==> src/rtl/mem_pkg.sv <==
// Shared definitions for the memory-access stage.
// Contents: bus widths, load/store aluop codes, byte-lane select width,
// zero constants for reset/bubble outputs and the stage FSM encoding.
package mem_pkg;

  localparam int DATA_W     = 32;
  localparam int REG_ADDR_W = 5;
  localparam int ALU_OP_W   = 8;
  localparam int SEL_W      = 4;

  // Load/store operation codes carried on ex_aluop.
  localparam logic [ALU_OP_W-1:0] EXE_LB_OP  = 8'b1110_0000;
  localparam logic [ALU_OP_W-1:0] EXE_LBU_OP = 8'b1110_0100;
  localparam logic [ALU_OP_W-1:0] EXE_LH_OP  = 8'b1110_0001;
  localparam logic [ALU_OP_W-1:0] EXE_LHU_OP = 8'b1110_0101;
  localparam logic [ALU_OP_W-1:0] EXE_LW_OP  = 8'b1110_0011;
  localparam logic [ALU_OP_W-1:0] EXE_SB_OP  = 8'b1110_1000;
  localparam logic [ALU_OP_W-1:0] EXE_SH_OP  = 8'b1110_1001;
  localparam logic [ALU_OP_W-1:0] EXE_SW_OP  = 8'b1110_1011;

  localparam logic [DATA_W-1:0]     ZERO_DATA      = '0;
  localparam logic [REG_ADDR_W-1:0] ZERO_DATA_ADDR = '0;
  localparam logic [SEL_W-1:0]      ZERO_SEL       = '0;
  localparam logic                  WRITE_DISABLE  = 1'b0;

  typedef enum logic {
    MEM_IDLE = 1'b0,
    MEM_WAIT = 1'b1
  } mem_state_t;

  typedef enum logic [1:0] {
    SZ_BYTE = 2'd0,
    SZ_HALF = 2'd1,
    SZ_WORD = 2'd2
  } mem_size_t;

endpackage

==> src/rtl/mem_lane.sv <==
// Combinational byte-lane logic for the memory stage.
// Inputs : aluop, offset (addr[1:0]), reg2 (store data), rdata (bus read data)
// Outputs: is_mem / is_load decode, misalign flag, big-endian byte-lane
//          select, lane-replicated store data, extracted/extended load data.
module mem_lane
  import mem_pkg::*;
(
  input  logic [ALU_OP_W-1:0] aluop,
  input  logic [1:0]          offset,
  input  logic [DATA_W-1:0]   reg2,
  input  logic [DATA_W-1:0]   rdata,
  output logic                is_mem,
  output logic                is_load,
  output logic                misalign,
  output logic [SEL_W-1:0]    sel,
  output logic [DATA_W-1:0]   wdata,
  output logic [DATA_W-1:0]   rdata_ext
);

  mem_size_t   size;
  logic        sign_ext;
  logic [7:0]  byte_val;
  logic [15:0] half_val;

  always_comb begin
    is_mem   = 1'b1;
    is_load  = 1'b1;
    sign_ext = 1'b0;
    size     = SZ_WORD;
    case (aluop)
      EXE_LB_OP:  begin size = SZ_BYTE; sign_ext = 1'b1; end
      EXE_LBU_OP: size = SZ_BYTE;
      EXE_LH_OP:  begin size = SZ_HALF; sign_ext = 1'b1; end
      EXE_LHU_OP: size = SZ_HALF;
      EXE_LW_OP:  size = SZ_WORD;
      EXE_SB_OP:  begin size = SZ_BYTE; is_load = 1'b0; end
      EXE_SH_OP:  begin size = SZ_HALF; is_load = 1'b0; end
      EXE_SW_OP:  begin size = SZ_WORD; is_load = 1'b0; end
      default:    begin is_mem = 1'b0; is_load = 1'b0; end
    endcase
  end

  always_comb begin
    misalign = 1'b0;
    if (is_mem) begin
      if (size == SZ_HALF) misalign = offset[0];
      if (size == SZ_WORD) misalign = (offset != 2'b00);
    end
  end

  // Lane 3 (bits 31:24) holds address offset 0: big-endian ordering.
  always_comb begin
    sel = ZERO_SEL;
    if (is_mem) begin
      case (size)
        SZ_BYTE: sel = 4'b1000 >> offset;
        SZ_HALF: sel = offset[1] ? 4'b0011 : 4'b1100;
        default: sel = 4'b1111;
      endcase
    end
  end

  // Store data is replicated so the addressed lanes see it wherever they are.
  for (genvar gi = 0; gi < SEL_W; gi++) begin : g_wlane
    assign wdata[8*gi +: 8] = (size == SZ_BYTE) ? reg2[7:0] :
                              (size == SZ_HALF) ? reg2[8*(gi%2) +: 8] :
                                                  reg2[8*gi +: 8];
  end

  always_comb begin
    case (offset)
      2'd0:    byte_val = rdata[31:24];
      2'd1:    byte_val = rdata[23:16];
      2'd2:    byte_val = rdata[15:8];
      default: byte_val = rdata[7:0];
    endcase
    half_val = offset[1] ? rdata[15:0] : rdata[31:16];
  end

  always_comb begin
    case (size)
      SZ_BYTE: rdata_ext = {{24{sign_ext & byte_val[7]}}, byte_val};
      SZ_HALF: rdata_ext = {{16{sign_ext & half_val[15]}}, half_val};
      default: rdata_ext = rdata;
    endcase
  end

endmodule

==> src/rtl/mem.sv <==
// Memory-access pipeline stage.
// Passes ALU results straight through to mem_wb, and runs loads/stores on the
// data-memory bus with a req/ack handshake, stalling upstream while a transfer
// is pending. A transfer that sees no ack within TIMEOUT cycles is abandoned
// with a one-cycle bus_err; misaligned accesses raise a one-cycle excp_align.
// Ports: clk/rst; ex_* from ex_mem; dmem_* data bus; mem_* write-back triple
//        to mem_wb; stall_req to ctrl; excp_align / bus_err exception flags.
module mem
  import mem_pkg::*;
#(
  parameter int unsigned TIMEOUT = 16
) (
  input  logic                  clk,
  input  logic                  rst,
  input  logic [DATA_W-1:0]     ex_wdata,
  input  logic [REG_ADDR_W-1:0] ex_waddr,
  input  logic                  ex_we,
  input  logic [ALU_OP_W-1:0]   ex_aluop,
  input  logic [DATA_W-1:0]     ex_mem_addr,
  input  logic [DATA_W-1:0]     ex_reg2,
  output logic                  dmem_req,
  output logic                  dmem_we,
  output logic [DATA_W-1:0]     dmem_addr,
  output logic [SEL_W-1:0]      dmem_sel,
  output logic [DATA_W-1:0]     dmem_wdata,
  input  logic [DATA_W-1:0]     dmem_rdata,
  input  logic                  dmem_ack,
  output logic [DATA_W-1:0]     mem_wdata,
  output logic [REG_ADDR_W-1:0] mem_waddr,
  output logic                  mem_we,
  output logic                  stall_req,
  output logic                  excp_align,
  output logic                  bus_err
);

  localparam logic [7:0] CNT_LAST = 8'(TIMEOUT - 1);

  mem_state_t  state_reg, state_next;
  logic [7:0]  cnt_reg, cnt_next;

  logic                is_mem, is_load, misalign;
  logic [SEL_W-1:0]    lane_sel;
  logic [DATA_W-1:0]   lane_wdata, lane_rdata;

  mem_lane u_lane (
    .aluop     (ex_aluop),
    .offset    (ex_mem_addr[1:0]),
    .reg2      (ex_reg2),
    .rdata     (dmem_rdata),
    .is_mem    (is_mem),
    .is_load   (is_load),
    .misalign  (misalign),
    .sel       (lane_sel),
    .wdata     (lane_wdata),
    .rdata_ext (lane_rdata)
  );

  always_ff @(posedge clk) begin
    if (rst) begin
      state_reg <= MEM_IDLE;
      cnt_reg   <= 8'd0;
    end else begin
      state_reg <= state_next;
      cnt_reg   <= cnt_next;
    end
  end

  always_comb begin
    state_next = MEM_IDLE;
    cnt_next   = 8'd0;
    dmem_req   = 1'b0;
    dmem_we    = 1'b0;
    dmem_addr  = ZERO_DATA;
    dmem_sel   = ZERO_SEL;
    dmem_wdata = ZERO_DATA;
    mem_wdata  = ZERO_DATA;
    mem_waddr  = ZERO_DATA_ADDR;
    mem_we     = WRITE_DISABLE;
    stall_req  = 1'b0;
    excp_align = 1'b0;
    bus_err    = 1'b0;

    if (!rst) begin
      mem_wdata = ex_wdata;
      mem_waddr = ex_waddr;
      mem_we    = ex_we;

      if (is_mem && misalign) begin
        mem_we     = WRITE_DISABLE;
        excp_align = 1'b1;
      end else if (is_mem) begin
        dmem_req   = 1'b1;
        dmem_we    = !is_load;
        dmem_addr  = {ex_mem_addr[DATA_W-1:2], 2'b00};
        dmem_sel   = lane_sel;
        dmem_wdata = lane_wdata;

        if (dmem_ack) begin
          if (is_load) mem_wdata = lane_rdata;
          else         mem_we    = WRITE_DISABLE;
        end else if (state_reg == MEM_WAIT && cnt_reg >= CNT_LAST) begin
          // Give up: release the pipeline and drop the instruction.
          mem_we  = WRITE_DISABLE;
          bus_err = 1'b1;
        end else begin
          // Bubble into mem_wb while the upstream stages are held.
          mem_we     = WRITE_DISABLE;
          stall_req  = 1'b1;
          state_next = MEM_WAIT;
          cnt_next   = cnt_reg + 8'd1;
        end
      end
    end
  end

endmodule

==> config.mk <==
export PLATFORM = sky130hd
export DESIGN_NAME = mem
export DESIGN_NICKNAME = d
export VERILOG_FILES = /design/src/rtl/mem_pkg.sv /design/src/rtl/mem_lane.sv /design/src/rtl/mem.sv
export SDC_FILE = /design/constraint.sdc
export NUM_CORES = 1
export LEC_CHECK = 0
export CORE_ASPECT_RATIO = 1.5
export CORE_UTILIZATION = 25
export CTS_CLUSTER_DIAMETER = 40
export CTS_CLUSTER_SIZE = 24
export DETAILED_ROUTE_END_ITERATION = 7
export GPL_TIMING_DRIVEN = 0
export PLACE_DENSITY = 0.69
export SKIP_CTS_REPAIR_TIMING = 1
export SLEW_MARGIN = 10
export SYNTH_ARGS = -nofsm -noshare
export SYNTH_HDL_FRONTEND = slang
export SYNTH_HIERARCHICAL = 1
export SYNTH_SLANG_ARGS = --single-unit
==> constraint.sdc <==
create_clock -name clk -period 3.7 [get_ports clk]
set_input_delay 0.925 -clock clk [delete_from_list [all_inputs] [get_ports clk]]
set_output_delay 0.925 -clock clk [all_outputs]
set_load 0.05 [all_outputs]
Word-level counts from Yosys, hierarchy flattened:

Index checks and enable logic that the tools add are counted.

* output and inout bits: 111
* RAM bits: 0
* register bits after elaboration: 9
* input bits: 145
* logic and storage cells: 87
* latch bits: 0
* memory bits (read-only): 0
* memories: 0

* divide/modulo/power cells: 0
* reductions and logical operators: 12
* $lt $le $gt $ge: 1
* $add $sub $neg: 1
* equality and inequality tests: 12
* mux-type cells: 55
* bitwise logic cells: 3
* shift operators: 1
* $mul: 0

Operators by type and width (count)
* $mux W32: 11
* $eq A8 B8 Y1 const B: 8
* $pmux W32 S2: 1
* $mux W8: 5
* $mux W1: 29
* $pmux W8 S3: 1
* $mux W16: 1
* $mux W4: 4
* $reduce_or A5 Y1: 2
* $add A8 B1 Y8 const B: 1
* $ge A8 B4 Y1 const B: 1
* $pmux W4 S2: 1
* $reduce_or A8 Y1: 1
* $reduce_or A3 Y1: 2
* $mux W5: 1
* $eq A2 B1 Y1 const B: 2
* $eq A2 B2 Y1 const B: 2
* $logic_not A2 Y1: 2
* $pmux W2 S2: 1
* $shr A4 B2 Y4 const A: 1
* $and A1 B1 Y1: 2
* $logic_and A1 B1 Y1: 2
* $reduce_bool A2 Y1: 1
* $reduce_or A2 Y1: 1
* other kinds (2): 2

Depth between registers and ports, before layout:

Gate-level depths: netlist of the first run.

* depth after elaboration: 10
* mapped depth: 10
* depth with buffers taken out: 6

Hierarchy:

The synthesis of the first run kept the hierarchy.

By module, submodules not included
* mem_lane: cells each 200, area each 1521.5 µm², instances 1, seq. area each 0.0 µm²
* mem: cells each 235, area each 1425.1 µm², instances 1, seq. area each 180.2 µm²

Worst setup path before layout of the first run:

OpenSTA, ideal clock, no wires.

* path kind: input port to output port
* from: in ex_aluop[4]
* to: out mem_wdata[10]
* stages: 8
* setup slack: -0.558 ns
* data arrival time: 3.333 ns
* buffers on the path: 3
* required time: 2.775 ns
* cell sequence: nand4b_4 > buf_1 > clkbuf_1 > a211oi_1 > nand4b_1 > buf_2 > nand2_1 > a21oi_1

* longest elaborated chain between the ends: 10
* elaborated cells between the ends (all ways): 31
* those cells by class: eq/ne: 10; mux: 13; bitwise: 1; reduce/logical: 7

RTL lines
* start: declaration: line mem.sv:18 `input logic [ALU_OP_W-1:0] ex_aluop,`
* $eq A8 B8 Y1: line mem_lane.sv:30 `case (aluop)`
* $reduce_or A3 Y1 (no line)
* $pmux W2 S2: line mem_lane.sv:30
* $eq A2 B1 Y1
* $mux W1: line mem_lane.sv:46 `if (size == SZ_HALF) misalign = offset[0];`
* $mux W1: line mem_lane.sv:47 `if (size == SZ_WORD) misalign = (offset != 2'b00);`
* $mux W1 (*): line mem_lane.sv:45 `if (is_mem) begin`
* named net misalign: line mem.sv:41 `logic is_mem, is_load, misalign;`
* $logic_and A1 B1 Y1 (*): line mem.sv:88 `if (is_mem && misalign) begin`
* $mux W32 (*): line mem.sv:88
* $mux W32 (*): line mem.sv:83 `if (!rst) begin`
* end: declaration: line mem.sv:28 `output logic [DATA_W-1:0] mem_wdata,`

The timed path passes the listed nets; every way through them passes the cells marked *.

Worst setup path after layout of the first run:

* from: in ex_aluop[6]
* to: out mem_wdata[18]

The elaborated chain is that of the path after synthesis.

==> impl_metrics.tcl, run 1 <==
set metrics [dict create \
    cts_made_buffers 3 \
    via_count 4587 \
    timing.final.crit_share_pct 104.2 \
    synth_largest_area_cell "and2_1" \
    power_frac_comb_pct 67.5 \
    syn_avg_cell_area_um2 6.774 \
    worst_slack_ns -0.1564 \
    min_delay_path_depth 1 \
    die_height_um 135.0 \
    synth.distinct_cells 51 \
    drc_errors 0 \
    wl_met1_mm 5.734 \
    maxCapViolations 0 \
    violations "negative setup slack" \
    ioPinCount 256 \
    synthTopCellsByCount "nand2_1 (76), and2_1 (66), a21oi_1 (32), o21ai_0 (22), clkbuf_1 (21)" \
    clock_latency_ns 0.24 \
    synth_edf_count 0 \
    synth_cells 435 \
    cp.required_ns 2.77 \
    clkPwrFrac_pct 21.6 \
    dpl_cell_area_um2 6070 \
    initial_utilization_pct 25.69 \
    synth_area_leaders "and2_1 (14%), nand2_1 (9.7%), dfxtp_1 (6.1%)" \
    power_leakage_nw 3.104 \
    clockRootBuffer "clkbuf_16" \
    synth_ff_type "dfxtp_1" \
    worstPathMaxFanout 7 \
    path_clk_slew_ns 0.04 \
    port_buffers 252 \
    multi_input_area_um2 3151 \
    tns_ns -3.526 \
    die_w_um 90.64 \
    top_layer_used "met5" \
    wl_met3_mm 1.561 \
    placementRows 48 \
    grt_pass1_wl_mm 22.96 \
    vias_per_cell 5.254 \
    cts_max_level 1 \
    grt_remaining_overflow 0 \
    fin_crit_ns 3.856 \
    grt_max_degree 11 \
    synthMostInstantiatedCell "nand2_1" \
    wl_met2_mm 8.730 \
    ctsLongestPathBuffers 2 \
    drt_iter0_drc 324 \
    routabilityCongestion 0.8592 \
    ys_seq_elements 9 \
    largest_reg_flops 8 \
    drt.antenna.violating_nets 0 \
    first_pass_iters 5 \
    fmax_mhz 259.3 \
    start_kind "input pin" \
    worst_pin_slew_ns 1.226 \
    p_seq_share_pct 10.9 \
    outcome "finished with violations" \
    final-seq-area_um2 180.2 \
    setup_viol 32 \
    yosysSeqAreaShare_pct 6.115 \
    drive_gt1_share_pct 48.89 \
    p_switching_mw 0.3483 \
    finClkSkew_ns 0.002460 \
    worst_hold_slack_ns 0.4807 \
    rsz0062_at_grt "true" \
    grt_antenna_before_repair 3 \
    synth_area_um2 2947 \
    syn_to_final_growth_pct 141.4 \
    vdd_drop_max_uv 126.8 \
    postRouteWirelength_mm 16.48 \
    wire_per_inst_um 18.88 \
    placed_cells 838 \
    nFillCells 1010 \
    dpl.hpwl_mm 12.67 \
    r2r_cells 4 \
    core-area_um2 11470 \
    stdcell_area_um2 7113 \
    sw_frac_of_total_pct 39.00 \
    p_int_mw 0.5447 \
    nets 869 \
    dieArea_um2 12230 \
    crit_path_end_kind "primary output" \
    slew_headroom_pct 18.29 \
    grt.total_usage_pct 23.69 \
    async_flop_share_pct 0 \
    p_total_mw 0.8930 \
    grt_pass1_vias 4212 \
    powerDensity_nw_per_um2 125.5 \
    synth_top_cell_area_share_pct 14.01 \
    ys.warnings.count 6 \
    critPathArrivalTime_ns 2.93 \
    tritoncts "built" \
    finalHoldViolations 0 \
    layout.cells.non_filler 873 \
    drv_slew 0 \
    crit_type "in2out" \
    hp-class "reg2reg" \
    cts_sinks 9 \
]
[per-stage QoR]
| stage | setup WS [ns] | util, % |
|---|---|---|
| floorplan | -0.1235 | - |
| CTS | -1.831 | 53.60 |
| global placement | -1.807 | 52.91 |
| global route | -0.1987 | 61.99 |
| finish | -0.1564 | 62.01 |
| detailed placement | -1.826 | 52.91 |
[cells by family after synthesis]
logic type               count (synthesis)  synth area share, %
flip-flops                               9                6.115
AND/OR/NAND/NOR                        199                36.94
other                                    1               0.1273
multiplexers                            33                15.29
XOR/XNOR                                 3               0.8919
AO/OA/AOI/OAI                          117                27.73
buffers and inverters                   72                12.48
adder cells (fa/ha/maj)                  1               0.4246
[worst max-delay path: stages]
cell	delay [ns]
dlymetal6s2s_1	0.14
nand4b_4	0.22
buf_8	0.20
buf_12	0.13
a211oi_4	0.33
nand4b_1	0.22
buf_6	0.20
clkbuf_16	0.17
nand2_2	0.07
a21oi_4	0.15
buf_6	0.18
[final timing paths]
kind	start	endpoint	slack [ns]
worst max register to register	cnt_reg[0]	cnt_reg[2]	2.21
worst min-delay path	cnt_reg[0]	cnt_reg[0]	0.48
worst min register to register	cnt_reg[0]	cnt_reg[0]	0.48
worst max-delay path	ex_aluop[6]	mem_wdata[18]	-0.16
[routing by layer]
metal | GRT usage [%] | vias to the layer above
li1 | - | 2124
met1 | 25.53 | 2138
met2 | 45.20 | 280
met3 | 6.306 | 41
met4 | 5.824 | 4
met5 | 0 | -
[layout make-up]
| type | count | share of cell area [%] |
|---|---|---|
| Antenna cell | 1 | 0.03518 |
| Buffer | 55 | 6.631 |
| Clock buffer | 4 | 1.108 |
| Inverter | 16 | 0.8443 |
| Multi-Input combinational cell | 355 | 44.29 |
| Sequential cell | 9 | 2.533 |
| Tap cell | 150 | 2.639 |
| Timing Repair Buffer | 283 | 41.92 |
[cells in the final DEF (no fill, tap or decap), drive strengths merged, types with 12 or more instances in the layout]
cell type      count
a21oi             32
and2              66
buf              152
clkbuf            46
clkdlybuf4s50    131
dlymetal6s2s      13
inv               16
mux2              16
nand2             76
nand2b            12
o21ai             22
o41ai             16
[power groups by stage]
stage / Combinational (mW) / Sequential [mW] / Clock (mW)
floorplan: 0.285 / 0.0993 / 0
global placement: 0.538 / 0.0993 / 0
detailed placement: 0.542 / 0.0993 / 0
CTS: 0.545 / 0.0977 / 0.195
global route: 0.630 / 0.0976 / 0.206
finish: 0.603 / 0.0977 / 0.193
Power figures use the tool's default switching activity.
==> run 2, diff against run 1 <==
Settings changed: CORE_MARGIN set to 3, SLEW_MARGIN 10 to unset.
==> run 2 against run 1 <==
Compared with the run above:
- the run still ends with negative setup slack left
- die area rose by 7.5%
- first-iteration DRC count rose by 10%
- worst hold slack got worse by 0.0033 ns
- clock power barely moved
- count of clock-buffer cells in the layout fell by 1
- clock skew barely moved
- critical path depth did not move
- largest power group unchanged
==> impl_metrics.tcl, run 2 (synthesis results as in run 1) <==
set metrics [dict create \
    outcome "finished with violations" \
    violations "negative setup slack" \
    utilization_pct 62.89 \
    post-place-ws_ns -1.806 \
    cp_num_buf_inv 5 \
    grt_pass1_vias 4437 \
    routabilityCongestion 0.8929 \
    worstPathMaxFanout 8 \
    drt.antenna.violating_nets 0 \
    r2r_start "cnt_reg[0]" \
    final_common_cell "clkdlybuf4s50_1" \
    die_height_um 139.0 \
    cts_made_buffers 3 \
    placementRows 47 \
    setup_viol 35 \
    fmax_mhz 257.2 \
    clock_latency_ns 0.24 \
    tns_ns -5.059 \
    tritoncts "built" \
    path_depth 11 \
    cp.required_ns 2.77 \
    port_buffers 252 \
    nFillCells 961 \
    grt_max_degree 11 \
    drc_errors 0 \
    timing.final.crit_share_pct 105.1 \
    path_cells "buf_8 -> a21o_1 -> buf_6 -> buf_8 -> o31ai_4 -> a211oi_4 -> and4b_4 -> clkbuf_16 -> nand2_2 -> a21oi_4 -> buf_6" \
    crit_type "in2out" \
    rrSetupSlack_ns 2.20 \
    finClkSkew_ns 0.002169 \
    via_count 4582 \
    postRouteWirelength_mm 17.53 \
    vdd_drop_max_uv 136.6 \
    syn_to_final_growth_pct 141.0 \
    core-area_um2 11290 \
    final_cell_mix "clkdlybuf4s50_1 (133), buf_6 (64), buf_4 (47)" \
    ctsLongestPathBuffers 2 \
    initial_utilization_pct 26.10 \
    worst_pin_slew_ns 1.185 \
    crit_family "buffers and inverters" \
    grt_remaining_overflow 0 \
    worst_slack_ns -0.1879 \
    drive_gt1_share_pct 48.89 \
    largest_reg_flops 8 \
    final-seq-area_um2 180.2 \
    min_delay_path_depth 1 \
    first_pass_iters 5 \
    start_kind "input pin" \
    worst_hold_slack_ns 0.4774 \
    grt_antenna_before_repair 5 \
    grt.total_usage_pct 23.27 \
    ioPinCount 256 \
    grt_pass1_wl_mm 24.04 \
    p_total_mw 0.8924 \
    powerDensity_nw_per_um2 125.7 \
    power_leakage_nw 3.060 \
    cts_sinks 9 \
    min_from "cnt_reg[0]" \
    nets 867 \
    dpl.hpwl_mm 13.61 \
    vias_per_cell 5.279 \
    worstReg2RegEnd "cnt_reg[1]" \
    fin_crit_ns 3.888 \
    cpMaxStageDelayCell "and4b_4" \
    cts_max_level 1 \
    maxCapViolations 0 \
    path_clk_slew_ns 0.04 \
    wire_per_inst_um 20.19 \
    finalHoldViolations 0 \
    die_w_um 94.64 \
    slew_headroom_pct 20.98 \
    dieArea_um2 13150 \
    drv_slew 0 \
    multi_input_area_um2 3124 \
    clockRootBuffer "clkbuf_16" \
    critPathArrivalTime_ns 2.96 \
    crit_path_end_kind "primary output" \
    r2r_cells 4 \
    hp-class "reg2reg" \
    drt_iter0_drc 358 \
    min_to "cnt_reg[0]" \
    critPathMaxStageDelay_ns 0.51 \
    rsz0062_at_grt "true" \
]
run 2: cell count changes in the layout (fill, tap and decap cells not counted), sizes merged:
cell / change
clkbuf: -6
clkdlybuf4s50: +2
buf: +2
dlymetal6s2s: -1
clkinv: +1
run 2: how the worst max path moves through the flow:
stage | startpoint | endpoint | slack (ns)
6_report | ex_aluop[3] | mem_wdata[6] | -0.19
5_1_grt | ex_aluop[3] | mem_wdata[2] | -0.27
4_1_cts | ex_aluop[7] | mem_wdata[24] | -1.81
3_5_place_dp | ex_aluop[3] | mem_wdata[24] | -1.81
3_3_place_gp | ex_aluop[5] | mem_wdata[24] | -1.79
2_1_floorplan | ex_aluop[4] | mem_wdata[1] | -0.12
run 2: power by group:
part,switching [mW],internal [mW]
registers,0.0000783,0.0976
logic,0.300,0.303
clock network,0.0493,0.143
run 2: layout make-up:
cell class                 instances  share of cell area [%]
inverter                          16                  0.8458
antenna                            1                 0.03524
clock buffer                       3                   1.057
timing repair buffer             282                   42.52
tap                              147                   2.590
clock inverter                     1                 0.07048
multi-input combinational        355                   44.00
sequential                         9                   2.537
buffer                            54                   6.344
run 2: per-layer routing:
| metal | wire length, um | global-route usage, % |
|---|---|---|
| met2 | 9185 | 43.75 |
| met3 | 2033 | 7.763 |
| met4 | 605 | 6.160 |
| met1 | 5633 | 23.88 |
| met5 | 69 | 0 |
run 2: metrics by stage:
stage	area (um2)	cells
after floorplan	3359	436
after global placement	6066	835
after detailed placement	6066	835
after CTS	6146	839
after global routing	7098	867
final	7101	868
run 2: worst reg2reg max path, cell delays in order, from the launching register on:
cell      delay [ns]
dfxtp_1         0.36
ha_1            0.22
nand3_1         0.15
a21boi_2        0.52
nor3b_1         0.12
==> run 3, diff against run 2 <==
Settings changed: CORE_UTILIZATION 25 to 30, PLACE_DENSITY 0.69 to 0.8.
==> run 3 against run 2 <==
Compared with the run above:
- the run still ends with negative setup slack left
- combinational power increased by 2%
- cell area increased by 2.5%
- clock power up 3%
- worst hold slack better by 0.010 ns
- fmax grew 1.2%
- flip-flop and latch count is the same
- critical path type unchanged
==> impl_metrics.tcl, run 3 (synthesis results as in run 1) <==
set metrics [dict create \
    outcome "finished with violations" \
    violations "negative setup slack" \
    crit_type "in2out" \
    syn_to_final_growth_pct 146.9 \
    path_clk_slew_ns 0.04 \
    num_antenna_cells 0 \
    drt_iter0_drc 400 \
    cts_made_buffers 3 \
    clock_latency_ns 0.24 \
    die_height_um 127.4 \
    p_int_mw 0.5507 \
    grt_max_degree 11 \
    worst_pin_slew_ns 1.211 \
    setup_viol 82 \
    finalHoldViolations 0 \
    grt.total_usage_pct 25.24 \
    hp-class "reg2reg" \
    routabilityCongestion 0.8921 \
    worst_slack_ns -0.1427 \
    ctsLongestPathBuffers 2 \
    cts_max_level 1 \
    dpl.hpwl_mm 12.30 \
    nFillCells 646 \
    powerDensity_nw_per_um2 124.8 \
    ioPinCount 256 \
    power_leakage_nw 3.164 \
    grt_antenna_before_repair 0 \
    sw_frac_of_total_pct 39.37 \
    final_common_cell "clkdlybuf4s50_1" \
    vdd_drop_max_uv 170.7 \
    maxCapViolations 0 \
    wire_per_inst_um 20.14 \
    fin_crit_ns 3.843 \
    grt_pass1_vias 4490 \
    p_switching_mw 0.3576 \
    crit_path_end_kind "primary output" \
    worstPathMaxFanout 8 \
    slew_headroom_pct 19.29 \
    vias_per_cell 5.613 \
    critPathArrivalTime_ns 2.92 \
    initial_utilization_pct 31.30 \
    clkPwrFrac_pct 21.7 \
    placementRows 43 \
    core-area_um2 9415 \
    tns_ns -4.774 \
    rsz0062_at_grt "true" \
    drive_gt1_share_pct 52.22 \
    clockRootBuffer "clkbuf_16" \
    dieArea_um2 11070 \
    timing.final.crit_share_pct 103.9 \
    largest_reg_flops 8 \
    cp.required_ns 2.77 \
    start_kind "input pin" \
    postRouteWirelength_mm 16.76 \
    p_seq_share_pct 10.8 \
    grt_pass1_wl_mm 22.51 \
    drv_slew 0 \
    tritoncts "built" \
    final_cell_mix "clkdlybuf4s50_1 (130), buf_6 (67), buf_8 (45)" \
    cts_sinks 9 \
    via_count 4670 \
    power_frac_comb_pct 67.6 \
    drc_errors 0 \
    port_buffers 252 \
    nets 867 \
    drt.antenna.violating_nets 0 \
    finClkSkew_ns 0.0003684 \
    fmax_mhz 260.2 \
    grt_remaining_overflow 0 \
    die_w_um 86.92 \
    first_pass_iters 5 \
    post-place-ws_ns -1.697 \
]
## run 3: cell count changes in the layout (fill, tap and decap cells not counted), sizes merged
cell           delta
clkdlybuf4s50     -3
buf               +8
dlymetal6s2s      +4
clkinv            -1
diode             -1
clkbuf            -8
## run 3: worst paths after layout
kind	startpoint	slack (ns)	endpoint	cells past startpoint
setup / recovery	ex_aluop[3]	-0.14	mem_wdata[4]	12
hold / removal	cnt_reg[0]	0.49	cnt_reg[0]	1
setup reg to reg	cnt_reg[0]	2.20	cnt_reg[4]	4
hold reg to reg	cnt_reg[0]	0.49	cnt_reg[0]	1
## run 3: layer usage
layer  vias up  wire length [um]  GRT usage, %
met5         -                 0             0
met4         0               561         8.073
met3        52              1549         4.839
met2       296              9207         46.44
met1      2201              5439         28.48
li1       2121                 -             -
## run 3: power groups by stage
stage	clock [mW]	sequential, mW	combinational [mW]
finish	0.197	0.0977	0.614
global placement	0	0.0993	0.535
CTS	0.197	0.0977	0.544
detailed placement	0	0.0993	0.541
floorplan	0	0.0993	0.285
global route	0.201	0.0976	0.641
## run 3: final cells by class
type                    count  area (um2)  area share [%]
multi-input cells         355        3204           44.04
repair buffers            282        3132           43.04
plain buffers              54       480.5           6.604
flip-flops and latches      9       180.2           2.476
well taps                 112       140.1           1.926
clock buffers               4       78.83           1.083
inverters                  16       60.06          0.8255
## run 3: through the flow
stage                     area, um2  hold slack (ns)  util (%)  cells  power, mW
after floorplan                3359           0.4556         -    436     0.3839
after global placement         6022           0.4670     63.96    800     0.6342
after detailed placement       6022           0.4831     63.96    800     0.6406
after CTS                      6101           0.4920     64.80    804     0.8390
after global routing           7276           0.5081     77.28    832     0.9397
final                          7276           0.4877     77.28    832     0.9083
## run 3: worst max-delay path: stages
cell and delay [ns]:
buf_8 0.10, a21o_1 0.18, buf_6 0.14, buf_8 0.13
o31ai_4 0.27, a211oi_4 0.12, and4b_1 0.27, buf_6 0.19
clkbuf_16 0.18, nand2_2 0.07, a21oi_4 0.15, buf_6 0.19
